==> src/rtl/mips_cpu_pkg.sv <==
// Shared MIPS core definitions: fetch state encoding, PC/trace geometry and
// target-composition helpers reused by fetch, decode and ALU.
package mips_cpu_pkg;

  localparam int unsigned PcWidth    = 32;
  localparam int unsigned TraceDepth = 16;
  localparam int unsigned TraceIdxW  = $clog2(TraceDepth);

  typedef logic [1:0] fetch_state_t;
  localparam fetch_state_t StRun   = 2'd0;
  localparam fetch_state_t StHalt  = 2'd1;
  localparam fetch_state_t StFault = 2'd2;

  function automatic logic [PcWidth-1:0] jump_target(input logic [PcWidth-1:0] pc_plus4,
                                                     input logic [25:0]         index);
    return {pc_plus4[31:28], index, 2'b00};
  endfunction

  function automatic logic [PcWidth-1:0] sext_shift2(input logic [15:0] imm);
    return {{14{imm[15]}}, imm, 2'b00};
  endfunction

endpackage

==> src/rtl/pc_trace_buf.sv <==
// Ring buffer of retired-instruction PCs; read index 0 returns the newest entry.
module pc_trace_buf
  import mips_cpu_pkg::*;
(
  input  logic                 clk_i,
  input  logic                 rst_i,
  input  logic                 wr_en_i,
  input  logic [PcWidth-1:0]   wr_pc_i,
  input  logic [TraceIdxW-1:0] rd_idx_i,
  output logic [PcWidth-1:0]   rd_pc_o
);

  logic [PcWidth-1:0]   trace_q [TraceDepth];
  logic [TraceIdxW-1:0] wr_ptr_q;
  logic [TraceIdxW-1:0] rd_ptr;

  always_ff @(posedge clk_i) begin
    if (rst_i) begin
      for (int i = 0; i < TraceDepth; i++) begin
        trace_q[i] <= '0;
      end
      wr_ptr_q <= '0;
    end else if (wr_en_i) begin
      trace_q[wr_ptr_q] <= wr_pc_i;
      wr_ptr_q          <= wr_ptr_q + TraceIdxW'(1);
    end
  end

  // Depth is a power of two, so pointer arithmetic wraps for free.
  assign rd_ptr  = wr_ptr_q - TraceIdxW'(1) - rd_idx_i;
  assign rd_pc_o = trace_q[rd_ptr];

endmodule

==> src/rtl/pc_fetch_unit.sv <==
// PC register, next-PC select, halt/fault detection and cycle/instruction counters.
// Optional PC history buffer enabled by defining PC_FETCH_TRACE_EN.
module pc_fetch_unit
  import mips_cpu_pkg::*;
#(
  parameter logic [PcWidth-1:0] RESET_PC = 32'h0000_0000,
  parameter logic [PcWidth-1:0] HALT_PC0 = 32'h0000_0090,
  parameter logic [PcWidth-1:0] HALT_PC1 = 32'h0000_0098
) (
  input  logic               clk,
  input  logic               rst,
  input  logic               stall,
  input  logic               branch_taken,
  input  logic [15:0]        branch_imm,
  input  logic               jump,
  input  logic [25:0]        jump_index,
  input  logic               jump_reg,
  input  logic [PcWidth-1:0] reg_target,
  output logic [PcWidth-1:0] pc,
  output logic [PcWidth-1:0] pc_plus4,
  output logic               halted,
  output logic               fault,
  output logic [31:0]        cycle_count,
  output logic [31:0]        instr_count,
  input  logic [3:0]         trace_idx,
  output logic [PcWidth-1:0] trace_pc
);

  localparam fetch_state_t ResetState =
      ((RESET_PC == HALT_PC0) || (RESET_PC == HALT_PC1)) ? StHalt : StRun;

  fetch_state_t       state_q, state_d;
  logic [PcWidth-1:0] pc_q, pc_d;
  logic [31:0]        cycle_q, cycle_d;
  logic [31:0]        instr_q, instr_d;
  logic [PcWidth-1:0] target;
  logic               pc_upd;

  assign pc_plus4 = pc_q + 32'd4;

  always_comb begin
    if (jump_reg) begin
      target = reg_target;
    end else if (jump) begin
      target = jump_target(pc_plus4, jump_index);
    end else if (branch_taken) begin
      target = pc_plus4 + sext_shift2(branch_imm);
    end else begin
      target = pc_plus4;
    end
  end

  always_comb begin
    state_d = state_q;
    pc_d    = pc_q;
    cycle_d = cycle_q;
    instr_d = instr_q;
    pc_upd  = 1'b0;
    if (state_q == StRun) begin
      cycle_d = (cycle_q == '1) ? cycle_q : cycle_q + 32'd1;
      if (!stall) begin
        if (target[1:0] != 2'b00) begin
          state_d = StFault;
        end else begin
          pc_d    = target;
          pc_upd  = 1'b1;
          instr_d = (instr_q == '1) ? instr_q : instr_q + 32'd1;
          if ((target == HALT_PC0) || (target == HALT_PC1)) begin
            state_d = StHalt;
          end
        end
      end
    end
  end

  always_ff @(posedge clk) begin
    if (rst) begin
      state_q <= ResetState;
      pc_q    <= RESET_PC;
      cycle_q <= '0;
      instr_q <= '0;
    end else begin
      state_q <= state_d;
      pc_q    <= pc_d;
      cycle_q <= cycle_d;
      instr_q <= instr_d;
    end
  end

  assign pc          = pc_q;
  assign halted      = (state_q == StHalt);
  assign fault       = (state_q == StFault);
  assign cycle_count = cycle_q;
  assign instr_count = instr_q;

`ifdef PC_FETCH_TRACE_EN
  pc_trace_buf u_trace (
    .clk_i    (clk),
    .rst_i    (rst),
    .wr_en_i  (pc_upd),
    .wr_pc_i  (pc_q),
    .rd_idx_i (trace_idx),
    .rd_pc_o  (trace_pc)
  );
`else
  logic unused_trace;
  assign unused_trace = ^{trace_idx, pc_upd};
  assign trace_pc     = '0;
`endif

endmodule
==> config.mk <==
export PLATFORM = sky130hd
export DESIGN_NAME = pc_fetch_unit
export DESIGN_NICKNAME = d
export VERILOG_FILES = /design/src/rtl/mips_cpu_pkg.sv /design/src/rtl/pc_trace_buf.sv /design/src/rtl/pc_fetch_unit.sv
export SDC_FILE = /design/constraint.sdc
export NUM_CORES = 1
export LEC_CHECK = 0
export CAP_MARGIN = 20
export CORE_MARGIN = 2
export CORE_UTILIZATION = 43
export DETAILED_ROUTE_END_ITERATION = 6
export GPL_ROUTABILITY_DRIVEN = 1
export HOLD_SLACK_MARGIN = 0.15
export PLACE_DENSITY_LB_ADDON = 0.15
export SKIP_LAST_GASP = 1
export SYNTH_ARGS = -nofsm -noshare
export SYNTH_HDL_FRONTEND = slang
export SYNTH_SLANG_ARGS = --single-unit
==> constraint.sdc <==
create_clock -name clk -period 4.04 [get_ports clk]
set_clock_uncertainty 0.05 [all_clocks]
set_input_delay 0.404 -clock clk [delete_from_list [all_inputs] [get_ports clk]]
set_output_delay 0.404 -clock clk [all_outputs]
set_load 0.05 [all_outputs]
Yosys cells after proc, flatten, opt, wreduce, memory -nomap -nowiden --
Cells that the tools add are included.
Word-level totals: register bits 98, input bits 84, output and inout port bits 162, logic and storage cells 31
Operators by class: $add $sub $neg 4, equality and inequality tests 6, multiplexer cells 5, bitwise gates (word level) 4, reduce and logical (&&, ||, !) cells 8
Operators with widths (number):
- $mux W32 | 3
- $add A32 B1 Y32 const B | 2
- $eq A32 B32 Y1 const B | 2
- $eq A32 B8 Y1 const B | 2
- $add A32 B3 Y32 const B | 1
- $add A32 B32 Y32 | 1
- $reduce_and A3 Y1 | 2
- $mux W2 | 2
- $not A1 Y1 | 4
- $reduce_and A4 Y1 | 1
- $reduce_bool A2 Y1 | 2
- $eq A2 B1 Y1 const B | 1
- $eq A2 B2 Y1 const B | 1
- $logic_not A2 Y1 | 1
- $reduce_and A2 Y1 | 1
- $logic_or A1 B1 Y1 | 1

Depth between registers and ports, before layout --
Gate-level depths: netlist of run 1.
word-level depth 9, mapped depth 19, gate-level depth less buffers 19

Worst setup path after synthesis of run 1 --
OpenSTA, ideal clock, no wires.
path kind reg2reg, start reg pc_q[2], in the netlist pc[2], end reg state_q[0], library setup time 84 ps, data arrival time 5409 ps, data required time 3906 ps, setup slack -1504 ps, stages on the path, launching flop included 18, buffers on the path 1, clock period less this slack 5544 ps, path through dfxtp_1 -> ha_1 -> inv_1 -> or4_1 -> nor2_1 -> xor2_1 -> ha_1 -> clkbuf_1 -> a41oi_1 -> o21ai_0 -> a41oi_1 -> a21oi_2 -> a2111oi_2 -> and3b_1 -> a2111oi_2 -> nand4b_1 -> or4_1 -> o31ai_2
On the way: cells in the longest elaborated chain, start to end 9, elaborated cells on any way between the ends 10, classes of those cells 2 x add/sub; 2 x eq/ne; 3 x mux; 3 x reduce/logical
RTL lines:
- start, declared | RTL line pc_fetch_unit.sv:33 | logic [PcWidth-1:0] pc_q, pc_d;
- start signal, assigned | RTL line pc_fetch_unit.sv:84 | pc_q <= pc_d;
- $add A32 B3 Y32 (*) | RTL line pc_fetch_unit.sv:39 | assign pc_plus4 = pc_q + 32'd4;
- named net pc_plus4[16] | RTL line pc_fetch_unit.sv:20 | output logic [PcWidth-1:0] pc_plus4,
- $add A32 B32 Y32 | RTL line pc_fetch_unit.sv:47 | target = pc_plus4 + sext_shift2(branch_imm);
- $mux W32 (*) | RTL line pc_fetch_unit.sv:46 | end else if (branch_taken) begin
- $mux W32 (*) | RTL line pc_fetch_unit.sv:44 | end else if (jump) begin
- $mux W32 (*) | RTL line pc_fetch_unit.sv:42 | if (jump_reg) begin
- $eq A32 B8 Y1 | RTL line pc_fetch_unit.sv:68 | if ((target == HALT_PC0) || (target == HALT_PC1)) begin
- $logic_or A1 B1 Y1 (*) | RTL line pc_fetch_unit.sv:68
- $reduce_bool A2 Y1 (no line) (*)
- $reduce_and A3 Y1 (no line) (*)
- end signal, assigned | RTL line pc_fetch_unit.sv:78 | state_q <= ResetState;
- end signal, assigned | RTL line pc_fetch_unit.sv:83 | state_q <= state_d;
- end, declared | RTL line pc_fetch_unit.sv:32 | fetch_state_t state_q, state_d;
The timed path passes the listed nets; every way through them passes the cells marked *. A chain may end at the register's enable or synchronous reset.

Worst setup path after layout of run 1 --
start reg pc_q[10], in the netlist pc[10], end reg state_q[0]
On the way: cells in the longest elaborated chain, start to end 9, elaborated cells on any way between the ends 10, classes of those cells 2 x add/sub; 2 x eq/ne; 3 x mux; 3 x reduce/logical
RTL lines (RTL line):
- $add A32 B3 Y32 (*) | pc_fetch_unit.sv:39
- $add A32 B32 Y32 | pc_fetch_unit.sv:47
- $mux W32 | pc_fetch_unit.sv:46
- $mux W32 (*) | pc_fetch_unit.sv:44
- $mux W32 (*) | pc_fetch_unit.sv:42
- $eq A32 B8 Y1 | pc_fetch_unit.sv:68
- $logic_or A1 B1 Y1 (*) | pc_fetch_unit.sv:68
- $reduce_bool A2 Y1 (no line) (*)
- $reduce_and A3 Y1 (no line) (*)
Mark *: on every way between the ends. The rest lies on a longest branch, timed or not.

==> impl_summary.txt, run 1 <==
----------------------------------------------------
[GRT]
  Global-route wire length before repair ... 43250 µm
  Number of antenna violations at the first check in global routing ... 0
  Total congestion overflow ... 0
  All-layer global routing usage ... 0.2979
  Number of global-route vias before repair ... 8375
  Pin count of the biggest net entering global routing ... 82

[Power]
  Static Leakage ... 5.109 nW
  Overall power of the completed layout ... 0.003213 W
  Largest vdd supply drop ... 0.2778 mV
  Power per cell area ... 259.8 mW/mm²

[Floorplan]
  Effective utilization at floorplan ... 0.4426
  Die Outline Area ... 0.01826 mm²
  Die Y-Extent ... 135.1 µm
  Num rows ... 47
  Core area ... 0.01670 mm²
  Top Ports ... 246
  Overall die width ... 135.1 µm

[Critical path]
  Crit-path cells ... nand4_1 > or4_4 > nor2_4 > xor2_4 > ha_4 > o21ai_0 > o21ai_1 > a41oi_2 > a21oi_4 > buf_4 > and4_2 > o31a_1 > o211ai_1 > a2111oi_4 > nand4b_1 > or4_4 > o31ai_2
  CP Launch Type ... flip-flop
  Req. time, crit path ... 4.24 ns
  Crit Path Class ... reg -> reg
  Largest incremental delay on the critical path ... 0.61 ns
  Crit. End Element ... flip-flop
  Slowest cell on the critical path ... sky130_fd_sc_hd__or4_4
  Worst Path Max Fanout ... 6
  Cell type with the highest occurrence count on the critical path ... sky130_fd_sc_hd__or4_4
  Crit path arrival time ... 4.52 ns

[Synthesis]
  Number of warning messages in the yosys log ... 0
  Synth Area per Inst ... 7.543 µm²
  Cell count after synthesis ... 980
  Mapped Area ... 0.007392 mm²
  Synthesized flop and latch total ... 98
  Top flip-flop cell by instance count after synthesis ... sky130_fd_sc_hd__dfxtp_1
  Count of flip-flops with a built-in enable after synthesis ... 0
  Part of the Yosys area used for sequential elements ... 0.2654
  Async set-or-reset flop fraction in the synthesized netlist ... 0
  Number of distinct library cells after synthesis ... 69

[Clock network]
  Hold_buf cts ... 0
  Number of buffers inserted during clock tree synthesis ... 9
  CTS tree ... yes
  Source-to-sink clock delay at the later pin of the worst-skew pair ... 0.34 ns
  Max H-tree Level ... 3
  Library cell used as clock root buffer ... sky130_fd_sc_hd__clkbuf_16
  Clock transition at the registers of the reported paths ... 0.06 ns
  Count of clock tree sinks ... 98
  Maximum buffer depth of the clock tree ... 2

[Detailed routing]
  Pre-Repair DR Iteration Count ... 5
  Vias ... 8758
  Routed length per instance ... 17.28 µm
  Met2 routed wirelength ... 12690 µm
  Number of DRC markers in iteration 0 ... 732
  Detailed-routing wirelength on met1 ... 12530 µm
  Sum of routed wire length over all layers ... 27940 µm
  Highest metal layer with signal wires ... met4
  Number of nets with antenna violations after detailed routing ... 0
  Total met3 wirelength after detailed routing ... 2190 µm
  DR vias/cell ... 5.416
  Drc violations ... 0

[Final layout]
  Highest-count cells in the layout ignoring fill and taps ... sky130_fd_sc_hd__buf_4, sky130_fd_sc_hd__clkdlybuf4s50_1, sky130_fd_sc_hd__nor2_1
  Diodes inserted ... 0
  Area of combinational cells with multiple inputs ... 0.005857 mm²
  Total of fill cells in the finished design ... 1292
  Storage element area ... 0.002004 mm²
  Layout net count ... 1516
  End-of-flow core utilization ... 0.7404
  Share of final-layout standard cells stronger than drive strength 1 ... 0.2627
  Most common library cell in the layout ignoring fill and taps ... sky130_fd_sc_hd__buf_4
  Area growth, synth to finish ... 67.28%
  Total non-filler cell area in the finished layout ... 0.01237 mm²

[Run status]
  Outcome ... finished, violations left
  Violated checks ... setup timing

[Placement]
  Number of buffers added on ports ... 209
  Total placed instance area ... 0.01139 mm²
  Placed wire-length estimate ... 21390 µm
  Place WS ... -0.3255 ns
  Routability Congestion ... 0.9461

[Timing]
  Final hold violation count ... 0
  Number of pins with negative max-slew slack in the final report ... 0
  Clock period minus worst slack ... 4.322 ns
  Least-Margin Pin Slew ... 0.8388 ns
  Portion of the clock cycle consumed by the worst path in the final layout ... 1.070
  Highest clock rate ... 231.4 MHz
  Unrepaired setup endpoints after global routing ... true
  Worst path setup slack after routing ... -0.2816 ns
  Tightest slew margin relative to the limit ... 0.4408
  Number of failing setup endpoints in the final timing report ... 1

[Flow run]
  Maximum Capacitance Violations ... 0

[Min path]
  Worst hold path class ... in -> reg

----------------------------------------------------
==> worst max-delay path, delay by kind of cell, from the launching register on <==
kind | cells | cell delay [ns]
XOR/XNOR | 1 | 0.10
buffers and inverters | 1 | 0.18
AO/OA/AOI/OAI | 8 | 1.49
AND/OR/NAND/NOR | 6 | 1.75
adder cells (fa/ha/maj) | 1 | 0.31
flip-flops | 1 | 0.35
==> sequential cells by signal, indices dropped and copies added (netlist names) <==
signal	count
instr_count	32
pc	32
cycle_count	32
state_q	2
==> cell families after synthesis <==
| family | Yosys count | synth area share |
|---|---|---|
| buf+inv | 91 | 0.06347 |
| flops | 98 | 0.2654 |
| mux | 6 | 0.008125 |
| xor+xnor | 105 | 0.1244 |
| compound gates | 201 | 0.1882 |
| simple gates | 438 | 0.2811 |
| fa+ha+maj | 40 | 0.06872 |
| other cells | 1 | 0.0005073 |
==> synthesized netlist by cell type (4+ instances only) <==
cell type | n | area (µm²)
sky130_fd_sc_hd__a211oi_1 | 19 | 142.6
sky130_fd_sc_hd__a21o_1 | 12 | 90.09
sky130_fd_sc_hd__a21oi_1 | 55 | 275.3
sky130_fd_sc_hd__a31oi_1 | 5 | 31.28
sky130_fd_sc_hd__a41oi_1 | 4 | 35.03
sky130_fd_sc_hd__and2_1 | 10 | 62.56
sky130_fd_sc_hd__and3_1 | 13 | 81.33
sky130_fd_sc_hd__and4_1 | 7 | 61.31
sky130_fd_sc_hd__buf_4 | 34 | 255.2
sky130_fd_sc_hd__clkbuf_1 | 38 | 142.6
sky130_fd_sc_hd__dfxtp_1 | 98 | 1962
sky130_fd_sc_hd__ha_1 | 39 | 488.0
sky130_fd_sc_hd__inv_1 | 15 | 56.30
sky130_fd_sc_hd__mux2i_1 | 6 | 60.06
sky130_fd_sc_hd__nand2_1 | 99 | 371.6
sky130_fd_sc_hd__nand2b_1 | 6 | 37.54
sky130_fd_sc_hd__nand3_1 | 50 | 250.2
sky130_fd_sc_hd__nand4_1 | 28 | 175.2
sky130_fd_sc_hd__nor2_1 | 152 | 570.6
sky130_fd_sc_hd__nor2b_1 | 10 | 62.56
sky130_fd_sc_hd__nor3_1 | 29 | 145.1
sky130_fd_sc_hd__nor4_1 | 4 | 25.02
sky130_fd_sc_hd__o211ai_1 | 8 | 60.06
sky130_fd_sc_hd__o21a_1 | 7 | 52.55
sky130_fd_sc_hd__o21ai_0 | 29 | 145.1
sky130_fd_sc_hd__o221ai_1 | 7 | 61.31
sky130_fd_sc_hd__o22ai_1 | 11 | 68.82
sky130_fd_sc_hd__or3_1 | 11 | 68.82
sky130_fd_sc_hd__or4_1 | 4 | 30.03
sky130_fd_sc_hd__xnor2_1 | 35 | 306.5
sky130_fd_sc_hd__xor2_1 | 70 | 613.1
==> stage by stage <==
stage               setup TNS (ns)  cells  hold slack [ns]
finish                     -0.2816   1617           0.4138
global route               -0.6560   1617           0.4337
CTS                        -0.1768   1612           0.4127
detailed placement         -0.3910   1572           0.4419
global placement           -0.2857   1572           0.4402
floorplan                  -0.5599   1011           0.5060
==> layer usage <==
metal | GRT usage | up-vias
li1 | - | 4261
met1 | 0.4148 | 4097
met2 | 0.4822 | 359
met3 | 0.04730 | 41
met4 | 0.07697 | 0
met5 | 0 | -
==> power by group <==
group / switching [W] / internal, W
combinational: 0.000808 / 0.000627
sequential: 0.0000268 / 0.000996
clock: 0.000348 / 0.000409
total: 0.00118 / 0.00203
==> path summary, 6_finish.rpt <==
path,from,end,slack [ns],depth (start not counted)
worst min-delay path,rst,instr_count[20],0.41,2
worst max-delay path,pc[10],state_q[0],-0.28,17
worst min register to register,instr_count[1],instr_count[1],0.45,2
worst max register to register,pc[10],state_q[0],-0.28,17
==> area by class of cell <==
| class | count | area share |
|---|---|---|
| Multi-Input combinational cell | 822 | 0.4736 |
| Clock buffer | 9 | 0.01821 |
| Tap cell | 220 | 0.02226 |
| Timing Repair Buffer | 444 | 0.3157 |
| Inverter | 17 | 0.005160 |
| Sequential cell | 98 | 0.1621 |
| Clock inverter | 7 | 0.002934 |
==> timing repair <==
action / 4_1_cts / 5_1_grt
endpoints found under the setup margin: 3 / 7
gates resized for setup: 58 / 28
buffers inserted: 24 / 5
pin swaps: 39 / 19
(Power assumes the default switching activity.)
==> run 2, diff against run 1 <==
CORE_UTILIZATION = 47   (was 43)
clock period = 4.8 ns   (was 4.04 ns; I/O delays follow)
==> impl_summary.txt, run 2 (same netlist as run 1, synthesis figures left out) <==
----------------------------------------------------
[Final layout]
  Area of combinational cells with multiple inputs ... 0.005336 mm²
  End-of-flow core utilization ... 0.6769
  Area growth, synth to finish ... 39.73%
  Total of fill cells in the finished design ... 1320
  Layout net count ... 1318
  Share of final-layout standard cells stronger than drive strength 1 ... 0.09425
  Diodes inserted ... 0
  Most common library cell in the layout ignoring fill and taps ... sky130_fd_sc_hd__clkdlybuf4s50_1
  Storage element area ... 0.001982 mm²
  Highest-count cells in the layout ignoring fill and taps ... sky130_fd_sc_hd__clkdlybuf4s50_1, sky130_fd_sc_hd__nor2_1, sky130_fd_sc_hd__nand2_1

[Placement]
  Number of buffers added on ports ... 209
  Routability Congestion ... 0.9165
  Placed wire-length estimate ... 18530 µm

[Critical path]
  Worst flop-to-flop path startpoint ... pc[3]
  CP Launch Type ... flip-flop
  Crit Path Class ... reg -> reg
  Req. time, crit path ... 5.01 ns
  Crit. End Element ... flip-flop
  Worst Path Max Fanout ... 7
  Start point of the critical path ... pc[3]
  Crit path arrival time ... 4.74 ns
  R2R setup slack ... 0.27 ns

[GRT]
  Met1 Use GR ... 0.3711
  Met2 usage ... 0.4418
  Total congestion overflow ... 0
  Number of global-route vias before repair ... 7145
  Most used routing layer in global routing ... met2
  All-layer global routing usage ... 0.2760
  Pin count of the biggest net entering global routing ... 99
  Met3 routing resource usage after global routing ... 0.07102
  Global-route wire length before repair ... 36540 µm
  Number of antenna violations at the first check in global routing ... 0

[Power]
  Static Leakage ... 4.038 nW
  Share of total power in sequential cells ... 0.345
  Power per cell area ... 247.0 mW/mm²
  Switching component of the power ... 0.0009222 W
  Proportion of power drawn by combinational gates ... 0.356
  Clock network fraction of total power ... 0.299
  Switching part of the total ... 0.3615
  Largest vdd supply drop ... 0.2073 mV
  Internal power ... 0.001629 W

[Clock network]
  Clock transition at the registers of the reported paths ... 0.07 ns
  Source-to-sink clock delay at the later pin of the worst-skew pair ... 0.34 ns
  Number of buffers inserted during clock tree synthesis ... 9
  CTS tree ... yes
  Count of clock tree sinks ... 98
  Max H-tree Level ... 3
  Maximum buffer depth of the clock tree ... 2
  Hold_buf cts ... 0
  Library cell used as clock root buffer ... sky130_fd_sc_hd__clkbuf_16

[Floorplan]
  Num rows ... 45
  Top Ports ... 246
  Effective utilization at floorplan ... 0.4845
  Core area ... 0.01526 mm²
  Overall die width ... 129.4 µm
  Die Outline Area ... 0.01675 mm²
  Die Y-Extent ... 129.4 µm

[Timing]
  Accumulated negative setup slack ... 0 ns
  Highest clock rate ... 220.7 MHz
  Unrepaired setup endpoints after global routing ... false
  Number of failing setup endpoints in the final timing report ... 0
  Clock period minus worst slack ... 4.532 ns
  Portion of the clock cycle consumed by the worst path in the final layout ... 0.9442
  Final hold violation count ... 0
  Tightest slew margin relative to the limit ... 0.3410
  Least-Margin Pin Slew ... 0.9885 ns
  Number of pins with negative max-slew slack in the final report ... 0

[Detailed routing]
  Drc violations ... 0
  Number of DRC markers in iteration 0 ... 589
  Number of nets with antenna violations after detailed routing ... 0
  Pre-Repair DR Iteration Count ... 5
  DR vias/cell ... 5.548
  Sum of routed wire length over all layers ... 23930 µm
  Routed length per instance ... 16.97 µm
  Vias ... 7823

[Flow run]
  Maximum Capacitance Violations ... 0

[Min path]
  Startpoint of the most critical hold path ... pc[14]
  Worst hold path class ... reg -> reg

[Run status]
  Outcome ... finished, final reports clean

----------------------------------------------------
==> run 2: cell count changes in the layout (fill, tap and decap cells not counted), moves of 5 or more <==
| cell | before | now |
|---|---|---|
| sky130_fd_sc_hd__dfxtp_2 | 4 | 10 |
| sky130_fd_sc_hd__a21oi_1 | 48 | 55 |
| sky130_fd_sc_hd__ha_4 | 13 | 0 |
| sky130_fd_sc_hd__o21ai_0 | 23 | 28 |
| sky130_fd_sc_hd__a21oi_2 | 7 | 1 |
| sky130_fd_sc_hd__dfxtp_4 | 10 | 2 |
| sky130_fd_sc_hd__nor2_1 | 143 | 150 |
| sky130_fd_sc_hd__ha_1 | 26 | 39 |
| sky130_fd_sc_hd__buf_4 | 231 | 37 |
==> run 2: cell type report <==
| type | instances | area share |
|---|---|---|
| multi-input combinational | 822 | 0.5167 |
| sequential | 98 | 0.1919 |
| clock buffer | 9 | 0.02180 |
| clock inverter | 7 | 0.008964 |
| timing repair buffer | 246 | 0.2290 |
| tap | 211 | 0.02556 |
| inverter | 17 | 0.006178 |
==> run 2: final timing paths <==
check / endpoint / depth (start not counted)
worst max register to register: state_q[0] / 16
worst min-delay path: pc[14] / 2
worst max-delay path: state_q[0] / 16
worst min register to register: pc[14] / 2
==> run 2: routing by layer <==
| layer | part of all wire | vias to the layer above |
|---|---|---|
| met5 | 0 | - |
| met1 | 0.43 | 3614 |
| li1 | - | 3846 |
| met2 | 0.45 | 331 |
| met3 | 0.096 | 32 |
| met4 | 0.018 | 0 |
==> run 2: timing repair <==
action | in CTS | in global routing
resized for setup | 0 | 11
buffers inserted | 0 | 2
endpoints found under the setup margin | 0 | 1
==> run 2: critical path, stage by stage, from the launching register on <==
cell and delay (ns):
sky130_fd_sc_hd__dfxtp_4 0.40, sky130_fd_sc_hd__ha_1 0.17, sky130_fd_sc_hd__inv_1 0.04, sky130_fd_sc_hd__or4_4 0.59, sky130_fd_sc_hd__nor2_4 0.15, sky130_fd_sc_hd__xor2_4 0.20, sky130_fd_sc_hd__ha_1 0.34, sky130_fd_sc_hd__a41oi_1 0.24
sky130_fd_sc_hd__o21ai_0 0.15, sky130_fd_sc_hd__a41oi_1 0.27, sky130_fd_sc_hd__a21oi_2 0.11, sky130_fd_sc_hd__a2111oi_2 0.35, sky130_fd_sc_hd__and3b_1 0.26, sky130_fd_sc_hd__a2111oi_2 0.33, sky130_fd_sc_hd__nand4b_1 0.13, sky130_fd_sc_hd__or4_1 0.45
sky130_fd_sc_hd__o31ai_2 0.19
==> run 2: power groups by stage <==
stage | sequential [W] | combinational (W) | clock [W]
after global routing | 0.000883 | 0.000964 | 0.000817
after global placement | 0.000896 | 0.000888 | 0
after CTS | 0.000878 | 0.000895 | 0.000780
final | 0.000880 | 0.000909 | 0.000762
after detailed placement | 0.000897 | 0.000889 | 0
after floorplan | 0.000977 | 0.000527 | 0
==> run 2: stage by stage <==
step                      total power [W]  instances  worst slack [ns]  cell area [µm²]  hold slack [ns]
final                            0.002551       1410            0.2680            10330           0.4502
after global placement           0.001784       1392            0.2029             9952           0.4297
after global routing             0.002664       1410           0.02262            10330           0.4766
after CTS                        0.002553       1408            0.1339            10270           0.4470
after floorplan                  0.001504       1011          0.004325             7744           0.5060
after detailed placement         0.001786       1392            0.1657             9952           0.4364
==> run 3, diff against run 2 <==
PLACE_DENSITY = 0.82   (was not set)
PLACE_DENSITY_LB_ADDON = not set   (was 0.15)
==> impl_summary.txt, run 3 (same netlist as run 1, synthesis figures left out) <==
----------------------------------------------------
[Run status]
  Outcome ... finished, final reports clean

[Detailed routing]
  Met2 routed wirelength ... 11150 µm
  Total met3 wirelength after detailed routing ... 2305 µm
  Sum of routed wire length over all layers ... 24660 µm
  Pre-Repair DR Iteration Count ... 5
  DR vias/cell ... 5.672
  Drc violations ... 0
  Number of DRC markers in iteration 0 ... 719
  Vias ... 7981
  Number of nets with antenna violations after detailed routing ... 0
  Routed length per instance ... 17.53 µm
  Detailed-routing wirelength on met1 ... 10590 µm
  Highest metal layer with signal wires ... met4

[Critical path]
  Reg-to-Reg End ... state_q[0]
  Worst reg2reg path depth ... 16
  Worst Path Max Fanout ... 8
  Crit. End Element ... flip-flop
  Crit Path Class ... reg -> reg
  Start point of the critical path ... pc[2]
  Crit path arrival time ... 4.80 ns
  R2R setup slack ... 0.21 ns
  Req. time, crit path ... 5.01 ns
  CP Launch Type ... flip-flop
  Worst flop-to-flop path startpoint ... pc[2]

[Min path]
  Startpoint of the most critical hold path ... pc[14]
  Hold Crit Endpoint ... pc[14]
  Number of instances on the worst hold path ... 2
  Worst hold path class ... reg -> reg

[Floorplan]
  Effective utilization at floorplan ... 0.4845
  Core area ... 0.01526 mm²
  Top Ports ... 246
  Die Y-Extent ... 129.4 µm
  Num rows ... 45
  Overall die width ... 129.4 µm
  Die Outline Area ... 0.01675 mm²

[Clock network]
  Clock transition at the registers of the reported paths ... 0.07 ns
  Number of buffers inserted during clock tree synthesis ... 9
  CTS tree ... yes
  Library cell used as clock root buffer ... sky130_fd_sc_hd__clkbuf_16
  Maximum buffer depth of the clock tree ... 2
  Source-to-sink clock delay at the later pin of the worst-skew pair ... 0.34 ns
  Max H-tree Level ... 3
  Count of clock tree sinks ... 98
  Hold_buf cts ... 0

[Placement]
  Placed wire-length estimate ... 19310 µm
  Number of buffers added on ports ... 209
  Routability Congestion ... 0.9847
  Cell Count Post-Placement ... 1391

[Final layout]
  Area growth, synth to finish ... 39.84%
  Layout net count ... 1315
  Post-layout instance count excluding filler cells ... 1407
  Diodes inserted ... 0
  Most common library cell in the layout ignoring fill and taps ... sky130_fd_sc_hd__clkdlybuf4s50_1
  End-of-flow core utilization ... 0.6775
  Highest-count cells in the layout ignoring fill and taps ... sky130_fd_sc_hd__clkdlybuf4s50_1, sky130_fd_sc_hd__nor2_1, sky130_fd_sc_hd__nand2_1
  Share of final-layout standard cells stronger than drive strength 1 ... 0.09448

[Timing]
  Final hold violation count ... 0
  Number of pins with negative max-slew slack in the final report ... 0
  Portion of the clock cycle consumed by the worst path in the final layout ... 0.9566
  Number of failing setup endpoints in the final timing report ... 0
  Least-Margin Pin Slew ... 0.8193 ns
  Clock period minus worst slack ... 4.592 ns
  Tightest slew margin relative to the limit ... 0.4491
  Highest clock rate ... 217.8 MHz

[GRT]
  Number of antenna violations at the first check in global routing ... 0
  Number of global-route vias before repair ... 7415
  Total congestion overflow ... 0
  All-layer global routing usage ... 0.2877
  Pin count of the biggest net entering global routing ... 54
  Global-route wire length before repair ... 38350 µm

[Power]
  Largest vdd supply drop ... 0.1920 mV
  Power per cell area ... 249.4 mW/mm²
  Static Leakage ... 4.024 nW

[Flow run]
  Maximum Capacitance Violations ... 0

----------------------------------------------------
-- run 3: layout make-up --
| type | instances | area [µm²] |
|---|---|---|
| Fill cell | 1234 | 4921 |
| Tap cell | 211 | 264.0 |
| Clock buffer | 12 | 257.7 |
| Sequential cell | 98 | 1982 |
| Multi-Input combinational cell | 822 | 5355 |
| Clock inverter | 4 | 72.57 |
| Timing Repair Buffer | 243 | 2342 |
| Inverter | 17 | 63.81 |
-- run 3: through the flow --
stage | hold WS (ns) | area, µm² | worst slack (ns) | setup TNS [ns] | power, W
after global routing | 0.4575 | 10340 | -0.005319 | -0.005319 | 0.002682
after detailed placement | 0.4358 | 9945 | 0.1524 | 0 | 0.001786
after CTS | 0.4447 | 10270 | 0.09113 | 0 | 0.002573
after floorplan | 0.5060 | 7744 | 0.004325 | 0 | 0.001504
after global placement | 0.4278 | 9945 | 0.1972 | 0 | 0.001781
final | 0.4481 | 10340 | 0.2083 | 0 | 0.002578
-- run 3: repair_timing --
action / CTS / global route
endpoints found under the setup margin: 0 / 1
hold endpoints to repair: 0 / 0
setup buffers: 0 / 0
resized for setup: 0 / 18
-- run 3: metal layers --
layer	global-route usage	vias up
met5	0	-
met4	0.09930	0
met3	0.05615	46
met2	0.4678	388
met1	0.3838	3709
li1	-	3838
-- run 3: worst max path at each step --
stage	cells after the start	end	slack, ns
floorplan	16	state_q[0]	0.004
global placement	17	state_q[0]	0.20
detailed placement	16	state_q[0]	0.15
CTS	16	state_q[0]	0.09
global route	16	state_q[0]	-0.005
finish	16	state_q[0]	0.21
-- run 3: report_power, final --
part	switching [W]	internal [W]
combinational	0.000577	0.000335
sequential	0.0000396	0.000840
clock	0.000300	0.000488
-- run 3: worst max-delay path: stages (launching register included) --
cell	delay (ns)
sky130_fd_sc_hd__dfxtp_4	0.40
sky130_fd_sc_hd__ha_1	0.17
sky130_fd_sc_hd__inv_1	0.05
sky130_fd_sc_hd__or4_4	0.60
sky130_fd_sc_hd__nor2_4	0.15
sky130_fd_sc_hd__xor2_4	0.20
sky130_fd_sc_hd__ha_2	0.35
sky130_fd_sc_hd__a21oi_1	0.25
sky130_fd_sc_hd__nor2b_1	0.07
sky130_fd_sc_hd__o21ai_0	0.17
sky130_fd_sc_hd__o41ai_1	0.10
sky130_fd_sc_hd__a211oi_1	0.48
sky130_fd_sc_hd__xor2_1	0.20
sky130_fd_sc_hd__a211oi_1	0.12
sky130_fd_sc_hd__a2111o_1	0.38
sky130_fd_sc_hd__or4_1	0.55
sky130_fd_sc_hd__o31ai_2	0.19
